--- src/rtl/pair_serializer.sv ---
// pair_serializer: emits a captured {d0,d1} pair as two sequential words with valid/ready on both sides
module pair_serializer #(
  parameter int WIDTH    = 8,
  parameter bit FIRST_D1 = 1'b0,
  parameter int CNTW     = 8
) (
  input  logic             clk,
  input  logic             reset,
  input  logic             in_valid,
  output logic             in_ready,
  input  logic [WIDTH-1:0] in_d0,
  input  logic [WIDTH-1:0] in_d1,
  output logic             out_valid,
  input  logic             out_ready,
  output logic [WIDTH-1:0] out_data,
  output logic             out_last,
  output logic [CNTW-1:0]  pair_cnt
);
  typedef enum logic [1:0] {IDLE, SEND0, SEND1} state_t;
  state_t state_q, state_d;
  logic [WIDTH-1:0] h0_q, h1_q;
  logic [CNTW-1:0] cnt_q;
  logic in_acc, out_acc;
  assign in_acc  = in_valid && in_ready;
  assign out_acc = out_valid && out_ready;
  always_ff @(posedge clk or posedge reset) begin
    if (reset) state_q <= IDLE;
    else       state_q <= state_d;
  end
  // a new pair can land in the same edge that retires the second word
  always_comb begin
    state_d = state_q == IDLE  ? (in_acc ? SEND0 : IDLE) :
              state_q == SEND0 ? (out_acc ? SEND1 : SEND0) :
              out_acc          ? (in_acc ? SEND0 : IDLE) : SEND1;
  end
  always_comb begin
    out_valid = state_q != IDLE;
    out_last  = state_q == SEND1;
    in_ready  = state_q == IDLE || (state_q == SEND1 && out_ready);
    out_data  = state_q == SEND1 ? h1_q : h0_q;
  end
  always_ff @(posedge clk or posedge reset) begin
    if (reset) begin
      h0_q  <= '0;
      h1_q  <= '0;
      cnt_q <= '0;
    end else begin
      if (in_acc) begin
        h0_q <= FIRST_D1 ? in_d1 : in_d0;
        h1_q <= FIRST_D1 ? in_d0 : in_d1;
      end
      if (out_acc && state_q == SEND1) cnt_q <= cnt_q + 1'b1;
    end
  end
  assign pair_cnt = cnt_q;
endmodule

--- config.mk ---
export PLATFORM = sky130hd
export DESIGN_NAME = pair_serializer
export DESIGN_NICKNAME = d
export VERILOG_FILES = /design/src/rtl/pair_serializer.sv
export SDC_FILE = /design/constraint.sdc
export NUM_CORES = 1
export LEC_CHECK = 0
export BUFFER_PORTS_ARGS = -buffer_cell sky130_fd_sc_hd__clkbuf_2
export CAP_MARGIN = 5
export CORE_AREA = 3 3 67 69
export CTS_CLUSTER_SIZE = 14
export DETAILED_ROUTE_END_ITERATION = 16
export DIE_AREA = 0 0 70 72
export GPL_TIMING_DRIVEN = 1
export PLACE_DENSITY_LB_ADDON = 0.1
export SLEW_MARGIN = 20
export SYNTH_ARGS = -nofsm -noshare
export SYNTH_HDL_FRONTEND = slang
export SYNTH_SLANG_ARGS = --single-unit
export TNS_END_PERCENT = 30
--- constraint.sdc ---
create_clock -name clk -period 1.52 [get_ports clk]
set_clock_uncertainty 0.05 [all_clocks]
set_input_delay 0.152 -clock clk [delete_from_list [all_inputs] [get_ports clk]]
set_output_delay 0.152 -clock clk [all_outputs]
set_load 0.01 [all_outputs]
### Word level (Yosys, flattened, before mapping)

Index checks and enable logic that the tools add are counted.
Widths: inputs -> output; s select.

* $add $sub $neg: 1
* muxes and demuxes: 6
* equality and inequality tests: 2
* reductions and logical operators: 7

Operators by type and width (number)
* $add 8x1->8 const B: 1
* $mux 2: 4
* $mux 8: 1
* $logic_and 1x1->1: 4
* $eq 2x1->1 const B: 1
* $eq 2x2->1 const B: 1
* $logic_not 2->1: 1
* $reduce_bool 2->1: 1
* $logic_or 1x1->1: 1
* $mux 1: 1

* bits in registers: 26
* word-level logic and storage cells: 20
* output and inout port bits: 19
* input bits: 20

### Depth between registers and ports, before layout

Gate-level depths: netlist (run 1).

* word-level depth: 8
* gate-level depth with buffers: 4
* gate-level depth less buffers: 4

### Worst setup path after synthesis (run 1)

Ideal clock, no wire load.

* kind: register to register
* start: register state_q[1]
* end: register h0_q[0]
* setup slack: -39 ps
* library setup time: 125 ps
* path buffers: 1
* cell stages (with the launch flop): 5
* required time: 1345 ps
* data arrival time: 1384 ps
* cell sequence: dfrtp_1 -> nor2b_2 -> nor3b_4 -> buf_6 -> mux2_2

* word-level cells in the longest chain between the ends: 4

RTL lines
* start: declaration: line 20 `state_t state_q, state_d;`
* start signal: assignment: line 28 `else state_q <= state_d;`
* $eq 2x2->1: line 39 `in_ready = state_q == IDLE || (state_q == SEND1 && out_ready);`
* $logic_and 1x1->1: line 39
* $logic_or 1x1->1 *: line 39
* $logic_and 1x1->1 *: line 24 `assign in_acc = in_valid && in_ready;`
* end signal: assignment: line 49 `h0_q <= FIRST_D1 ? in_d1 : in_d0;`
* end: declaration: line 21 `logic [WIDTH-1:0] h0_q, h1_q;`

Every way passes the cells marked *; elsewhere a longest branch is shown, timed or not.
A chain may end at the register's enable or synchronous reset.

### Worst setup path after layout (run 1)

* start: register state_q[1]
* end: output out_data[4]

* word-level cells in the longest chain between the ends: 2

RTL lines
* $eq 2x2->1: line 40 `out_data = state_q == SEND1 ? h1_q : h0_q;`
* $mux 8: line 40
* end: declaration: line 15 `output logic [WIDTH-1:0] out_data,`

No other way between the ends.

==> metrics.cfg, run 1 <==
[outcome]
status=completed

[synthesis]
yosysMostFrequentCell=nand2_1
synthCells=99
synth_area_um2=1150
synth_area_leaders=dfrtp_1 (56%), mux2_2 (17%), nand2_1 (8.8%)
synthMuxAreaShare_pct=16.6
synth_edf_count=0
synth-warning-count=0
synthAdderAreaFrac_pct=1.08
synth_seq_cells=26
synth_top_family_by_area=simple AND/OR/NAND/NOR gates
ys.flop_type=dfrtp_1
synth-simple-area-share_pct=17.5
synth.avg_cell_area_um2=11.7
async_flop_share_pct=100
yosysTopAreaCell=dfrtp_1
synth_nets=120
synth_top_cell_area_share_pct=56.4
ys_seq_area_share_pct=56.4
synth_cell_types=22
synth_commonest_cells=nand2_1 (27), dfrtp_1 (26), mux2_2 (17)
synth_xor_area_share_pct=5.31
synth_compound_area_share_pct=1.08

[grt]
grt_use_met2_pct=17.3
met3_usage_pct=2.22
grt_pass1_wl_mm=4.13
grt-ovfl-total=0
top_usage_layer=met2
grt_pass1_vias=884
grt_max_degree=27
gr-usage-met1_pct=12.8
grt_antenna_before_repair=0
gr-usage-all-layers_pct=10.2

[die]
ios=39
rows=23
dieArea_um2=5040
start_util_pct=29.0
die_width_um=70
core_um2=3970
fp.dieH_um=72

[routing]
vias=865
drc=0
drt_iter0_markers=44
wl_per_cell_um=12.6
ant_nets=0
drt_first_pass_iters=2
via_per_inst=4.41
routed_wirelength_mm=2.47

[min_path]
min-delay-path-class=in2reg

[power]
ir_worst_vdd_v=0.000788
power_density_nw_per_um2=1840
p_leak_nw=0.804

[placement]
gp_congestion=0.711
hpwl_mm=1.85
io_buffers=38

[timing]
slew_headroom_pct=77.1
worst_slew_pin_slew_ns=0.343
finalSetupViolCount=0
rsz0062_at_grt=yes
fin_crit_ns=1.47
fin_crit_sh_pct=96.6
hold_violations=0
slew_viol_final=0
fin_hold_ws_ns=0.0587
fmax_ghz=0.681

[run]
maxCapViolations=0

[cts]
clk_latency_ns=0.27
clkTransAtPathRegs_ns=0.09
ctsLongestPathBuffers=2
cts_tree=done
cts-root-buf=clkbuf_8
cts.sinks=26
cts_buffers=3
htree_levels=1

[setup_path]
path_max_fanout=8
required_ns=1.32
worst_ep_arrival_time_ns=1.27
r2r_slack_ns=0.06
setup.worst_path.class=reg2out
end_kind=output port
cp-start-kind=flip-flop

[final_layout]
finalNetCount=168
fillers=406
drive_gt1_share_pct=56.2
postLayoutCoreUtil_pct=40.5
area_growth_pct=39.6
antenna_cells=0

worst max-delay path, cell delays in order, from the launching register on:
cell and delay (ns):
dfrtp_1 0.40, buf_6 0.13, nand2b_4 0.10, buf_12 0.14, nand2_2 0.04, nand2_1 0.05, buf_2 0.12
state kept, by name, indices dropped and copies added (netlist names):
signal and flops:
h0_q 8, h1_q 8, state_q 2, pair_cnt 8
cell families after synthesis:
family	after synthesis
simple gates	42
flops	26
mux	17
xor+xnor	7
buf+inv	4
compound gates	2
fa+ha+maj	1
final timing paths:
| check | end | startpoint | cells after the start |
|---|---|---|---|
| min reg2reg | pair_cnt[7]$_DFFE_PP0P_ | pair_cnt[7]$_DFFE_PP0P_ | 1 |
| max reg2reg | h1_q[4]$_DFFE_PP0P_ | state_q[0]$_DFF_PP0_ | 4 |
| max in group asynchronous | state_q[0]$_DFF_PP0_ | reset | 4 |
| max | out_data[4] | state_q[1]$_DFF_PP0_ | 6 |
| min | h1_q[7]$_DFFE_PP0P_ | in_d1[7] | 2 |
| min in group asynchronous | state_q[1]$_DFF_PP0_ | reset | 4 |
report_power, final:
| group | internal, W | total, W | switching (W) | leakage, nW |
|---|---|---|---|---|
| clock network | 0.000231 | 0.000446 | 0.000215 | 0.0288 |
| registers | 0.000978 | 0.00118 | 0.000201 | 0.316 |
| logic | 0.000746 | 0.00133 | 0.000585 | 0.459 |
area by class of cell:
| class | instances | area [µm²] | area share (%) |
|---|---|---|---|
| tap | 50 | 62.6 | 3.89 |
| sequential | 26 | 652 | 40.5 |
| multi-input combinational | 69 | 532 | 33.0 |
| timing repair buffer | 45 | 297 | 18.4 |
| clock buffer | 4 | 55.1 | 3.42 |
| inverter | 2 | 12.5 | 0.777 |
per-layer routing:
metal  up-vias  part of all wire, %
li1        421                    -
met5         -                    0
met2        22                   50
met3         2                  5.2
met4         0                 0.69
met1       420                   44
stage by stage:
stage	setup WS [ns]	setup TNS, ns	cell area, µm²	std cells	power (W)
global route	-0.0277	-0.157	1610	196	0.00316
detailed placement	0.0669	0	1450	190	0.00228
floorplan	-0.0169	-0.169	1160	99	0.00184
global placement	0.0974	0	1450	190	0.00226
finish	0.0521	0	1610	196	0.00296
CTS	0.0198	0	1530	196	0.00279
what timing repair did:
action                                 CTS  global route
endpoints found under the hold margin   26             0
gates resized for setup                  4            31
setup endpoints to repair                9             9
hold buffers                             1             0
pin swaps                                0            14
setup buffers                            2             0
cells in the final DEF, fill, tap and decap left out, drive strengths merged:
cell / n
nand4: 2
mux2: 17
nand2b: 1
xnor2: 3
and3: 1
xor2: 4
buf: 14
nor3: 2
o21bai: 1
nor2b: 1
nor2: 3
or2: 1
inv: 2
dfrtp: 26
nand2: 27
clkbuf: 34
o21ai: 1
and4b: 1
nand3: 2
dlygate4sd3: 1
nor3b: 1
ha: 1
(Power assumes the default switching activity.)
==> run 2: changes to the inputs <==
Settings changed: CELL_PAD_IN_SITES_DETAIL_PLACEMENT from default to 0, CELL_PAD_IN_SITES_GLOBAL_PLACEMENT from default to 1.
==> metrics.cfg, run 2 (same netlist as run 1, synthesis figures left out) <==
[setup_path]
critPathSlowestCell=dfrtp_1
r2r_slack_ns=0.07  ; about the same
setup.worst_path.class=reg2out
max_stage_delay_ns=0.40  ; about the same
r2r-start=state_q[1]$_DFF_PP0_
crit_buf_inv=3  ; unchanged
cp_cell_sequence=buf_6 -> nand2b_4 -> buf_6 -> nand2_1 -> nand2_1 -> buf_2
cp-start-kind=flip-flop
timing.rr.end=h1_q[6]$_DFFE_PP0P_
path_max_fanout=5  ; -3
worst_ep_arrival_time_ns=1.25  ; -0.02 ns
end_kind=output port
required_ns=1.32  ; about the same
critical_path.top_delay_family=flip-flops
rr_worst_depth=4  ; unchanged

[die]
ios=39  ; unchanged
rows=23  ; unchanged
start_util_pct=29.0  ; unchanged
core_um2=3970  ; unchanged
fp.dieH_um=72  ; unchanged
die_width_um=70  ; unchanged
dieArea_um2=5040  ; unchanged

[timing]
slew_headroom_pct=77.5  ; +0.35 points
finalSetupViolCount=0  ; unchanged
layout_setup_ws_ns=0.0671  ; +0.0150 ns
worst_slew_pin_slew_ns=0.338  ; -0.00525 ns
fin_crit_sh_pct=95.6  ; -0.99 points
slew_viol_final=0  ; unchanged
hold_violations=0  ; unchanged
fmax_ghz=0.688  ; +1.0%
fin_hold_ws_ns=0.0648  ; +0.00606 ns
fin_crit_ns=1.45  ; -0.0150 ns
rsz0062_at_grt=yes

[cts]
cts_buffers=3  ; unchanged
cts_tree=done
clkTransAtPathRegs_ns=0.08  ; about the same
cts.sinks=26  ; unchanged
htree_levels=1  ; unchanged
ctsLongestPathBuffers=2  ; unchanged
cts-root-buf=clkbuf_8
clk_latency_ns=0.26  ; about the same

[routing]
wl_per_cell_um=12.4  ; -1.4%
via_per_inst=4.39  ; -0.51%
drc=0  ; unchanged
drt_first_pass_iters=4  ; +2
vias=865  ; unchanged
ant_nets=0  ; unchanged
routed_wirelength_mm=2.45  ; -0.89%
drt_iter0_markers=9  ; -80%

[power]
power_frac_clock_pct=15.8  ; +0.7 points
sw_frac_of_total_pct=33.6  ; -0.27 points
ir_worst_vdd_v=0.000592  ; -25%
seq_power_share_pct=41.6  ; +1.7 points
power_density_nw_per_um2=1780  ; -2.9%
power.net_switching_w=0.000927  ; -7.4%
p_int_w=0.00183  ; -6.3%
combPwrFrac_pct=42.6  ; -2.4 points
p_leak_nw=0.789  ; -1.8%
total_power_w=0.00276  ; -6.7%

[placement]
gp_congestion=0.734  ; +3.2%
io_buffers=38  ; unchanged
hpwl_mm=1.84  ; -0.59%
placed_cell_area_um2=1450  ; +0.52%
pre_cts_ws_ns=0.0913  ; +0.0244 ns

[min_path]
min-delay-path-class=in2reg
hold_depth=2  ; unchanged
min_from=in_d0[7]
min_to=h0_q[7]$_DFFE_PP0P_

[grt]
gr-usage-all-layers_pct=10.4  ; +0.18 points
grt_antenna_before_repair=0  ; unchanged
grt-ovfl-total=0  ; unchanged
grt_pass1_vias=886  ; +0.23%
grt_max_degree=27  ; unchanged
grt_pass1_wl_mm=4.16  ; +0.65%

[final_layout]
drive_gt1_share_pct=49.0  ; -7.2 points
final_cell_mix=clkbuf_2 (34), nand2_1 (27), dfrtp_1 (25), mux2_2 (17)
area_growth_pct=34.2
finalNetCount=169  ; +0.60%
antenna_cells=0  ; unchanged
final_common_cell=clkbuf_2
design_area_um2=1550  ; -3.9%

[run]
maxCapViolations=0  ; unchanged

[outcome]
status=completed

[run 2: changes by cell type in the layout (fill, tap and decap cells not counted)]
cell	before	now
inv_6	1	0
mux2_2	15	17
nand2_4	1	0
clkbuf_2	30	34
mux2_4	2	0
nand2_2	10	0
buf_12	2	1
buf_2	5	4
nand2_1	16	27
inv_4	0	1
buf_6	5	3
buf_4	2	3
[run 2: how the worst max path moves through the flow]
stage | start | to | slack [ns] | cells after the start
6_report | state_q[1]$_DFF_PP0_ | out_data[0] | 0.07 | 6
5_1_grt | state_q[1]$_DFF_PP0_ | out_data[0] | -0.01 | 6
4_1_cts | state_q[0]$_DFF_PP0_ | out_data[4] | 0.02 | 5
3_5_place_dp | state_q[1]$_DFF_PP0_ | h1_q[5]$_DFFE_PP0P_ | 0.09 | 4
3_3_place_gp | state_q[1]$_DFF_PP0_ | h0_q[5]$_DFFE_PP0P_ | 0.12 | 4
2_1_floorplan | state_q[1]$_DFF_PP0_ | h0_q[0]$_DFFE_PP0P_ | -0.02 | 4
[run 2: per-stage QoR]
stage                     setup TNS, ns  utilization [%]  std cells
final                                 0             39.0        197
after detailed placement              0             36.6        191
after CTS                             0             38.4        196
after global routing            -0.0113             39.0        197
after global placement                0             36.6        191
after floorplan                  -0.169                -         99
[run 2: metal layers]
layer	up-vias	track usage [%]	routed length (µm)
met5	-	0	0
met4	0	4.47	20
met3	2	2.49	131
met2	21	16.2	1140
met1	420	13.8	1160
li1	422	-	-
[run 2: layout make-up]
cell class	count	area, µm²
fill	407	2420
clock buffer	4	55.1
tap	50	62.6
multi-input combinational	69	492
inverter	2	10.0
timing repair buffer	46	277
sequential	26	652
[run 2: power groups by stage]
stage / Clock [W] / Combinational, W / Sequential (W)
6_report: 0.000437 / 0.00118 / 0.00115
5_1_grt: 0.000492 / 0.00130 / 0.00119
4_1_cts: 0.000467 / 0.00117 / 0.00115
3_5_place_dp: 0 / 0.00112 / 0.00118
3_3_place_gp: 0 / 0.00111 / 0.00117
2_1_floorplan: 0 / 0.000683 / 0.00116
[run 2: timing repair]
action | 4_1_cts | 5_1_grt
buffers inserted | 1 | 1
pin swaps | 0 | 2
gates resized for setup | 2 | 8
hold buffers | 1 | 0
hold endpoints to repair | 26 | 0
setup endpoints to repair | 9 | 8
==> run 3: changes to the inputs <==
Settings changed: CORE_AREA 3 3 67 69 to 3 3 74 62, DIE_AREA 0 0 70 72 to 0 0 77 65.
==> metrics.cfg, run 3 (same netlist as run 1, synthesis figures left out) <==
[grt]
grt_max_degree=27  ; unchanged
gr-usage-all-layers_pct=10.9  ; +0.49 points
grt_antenna_before_repair=0  ; unchanged
grt-ovfl-total=0  ; unchanged
grt_pass1_vias=890  ; +0.45%
grt_pass1_wl_mm=4.24  ; +2.0%

[timing]
fin_crit_ns=1.50  ; +0.0455 ns
finalSetupViolCount=0  ; unchanged
fmax_ghz=0.667  ; -3.0%
worst_slew_pin_slew_ns=0.340  ; +0.00247 ns
slew_headroom_pct=77.3  ; -0.16 points
rsz0062_at_grt=yes
fin_crit_sh_pct=98.6  ; +3.0 points
slew_viol_final=0  ; unchanged
layout_setup_ws_ns=0.0216  ; -0.0455 ns
hold_violations=0  ; unchanged
fin_hold_ws_ns=0.0570  ; -0.00774 ns

[final_layout]
final_cell_mix=clkbuf_2 (32), dfrtp_1 (25), nand2_1 (24), mux2_2 (17), buf_2 (5)
area_growth_pct=35.6
drive_gt1_share_pct=51.0  ; +2.0 points
antenna_cells=0  ; unchanged
final-instance-count-excl-fill=202  ; +2.5%
finalNetCount=169  ; unchanged
final_common_cell=clkbuf_2
postLayoutCoreUtil_pct=40.8  ; +1.9 points

[placement]
gp_congestion=0.670  ; -8.7%
hpwl_mm=1.84  ; about the same
pre_cts_ws_ns=0.0882  ; -0.00314 ns
dpl.cell_count=196  ; +2.6%
io_buffers=38  ; unchanged

[setup_path]
path_max_fanout=3  ; -2
worst_ep_arrival_time_ns=1.30  ; +0.05 ns
cp-startpoint=state_q[1]$_DFF_PP0_
required_ns=1.32  ; about the same
setup.worst_path.class=reg2out
cp-start-kind=flip-flop
end_kind=output port
r2r-start=state_q[0]$_DFF_PP0_

[min_path]
min-delay-path-class=in2reg
min_from=in_d0[3]

[routing]
vias=855  ; -1.2%
wl_per_cell_um=12.2  ; -1.8%
via_per_inst=4.23  ; -3.6%
drt_iter0_markers=19  ; +10
drt_first_pass_iters=3  ; -1
drc=0  ; unchanged
ant_nets=0  ; unchanged
routed_wirelength_mm=2.47  ; +0.73%

[cts]
clkTransAtPathRegs_ns=0.09  ; about the same
clk_latency_ns=0.27  ; about the same
cts.sinks=26  ; unchanged
cts-root-buf=clkbuf_8
htree_levels=1  ; unchanged
ctsLongestPathBuffers=2  ; unchanged
cts_tree=done
cts_buffers=3  ; unchanged

[power]
p_leak_nw=0.791  ; +0.25%
power_density_nw_per_um2=1790  ; +0.65%
ir_worst_vdd_v=0.000758  ; +28%
total_power_w=0.00281  ; +1.7%

[outcome]
status=completed

[die]
start_util_pct=30.1  ; +1.1 points
fp.dieH_um=65  ; -9.7%
ios=39  ; unchanged
dieArea_um2=5010  ; -0.69%
rows=20  ; -13%
die_width_um=77  ; +10%
core_um2=3830  ; -3.6%

[run]
maxCapViolations=0  ; unchanged

## run 3: metrics by stage
stage                     cell area, µm²  setup TNS [ns]
after global placement              1470               0
after detailed placement            1470               0
after CTS                           1560               0
after global routing                1560         -0.0424
final                               1560               0
after floorplan                     1160          -0.169
## run 3: layout make-up
| cell class | instances | area (µm²) |
|---|---|---|
| sequential | 26 | 652 |
| multi-input combinational | 69 | 499 |
| fill | 404 | 2260 |
| clock buffer | 4 | 55.1 |
| inverter | 2 | 10.0 |
| timing repair buffer | 46 | 279 |
| tap | 55 | 68.8 |
## run 3: critical path, stage by stage (launching register included)
cell and delay, ns:
dfrtp_1 0.39, buf_6 0.13, buf_4 0.12, or2_2 0.26, clkbuf_2 0.13
## run 3: metal layers
metal,part of all wire [%],wire [µm],global-route usage [%]
met5,0,0,0
met4,0.77,19,3.33
met3,6.2,153,4.17
met2,46,1150,17.2
met1,47,1150,13.8
## run 3: power breakdown
| part | leakage (nW) | internal, W | switching [W] |
|---|---|---|---|
| combinational | 0.447 | 0.000647 | 0.000556 |
| sequential | 0.316 | 0.000978 | 0.000181 |
| clock | 0.0288 | 0.000231 | 0.000213 |
## run 3: final timing paths
| kind | slack [ns] | cells after the start | endpoint |
|---|---|---|---|
| max | 0.02 | 4 | out_valid |
| min | 0.06 | 2 | h0_q[3]$_DFFE_PP0P_ |
| max reg2reg | 0.06 | 4 | h0_q[1]$_DFFE_PP0P_ |
| min reg2reg | 0.42 | 1 | pair_cnt[7]$_DFFE_PP0P_ |
| max in group asynchronous | 0.73 | 4 | state_q[0]$_DFF_PP0_ |
| min in group asynchronous | 0.41 | 4 | pair_cnt[7]$_DFFE_PP0P_ |
## run 3: what timing repair did
action | 4_1_cts | 5_1_grt
hold endpoints to repair | 26 | 0
hold buffers | 1 | 0
setup endpoints to repair | 9 | 8
gates resized for setup | 4 | 11
setup buffers | 1 | 1
pin swaps | 0 | 3
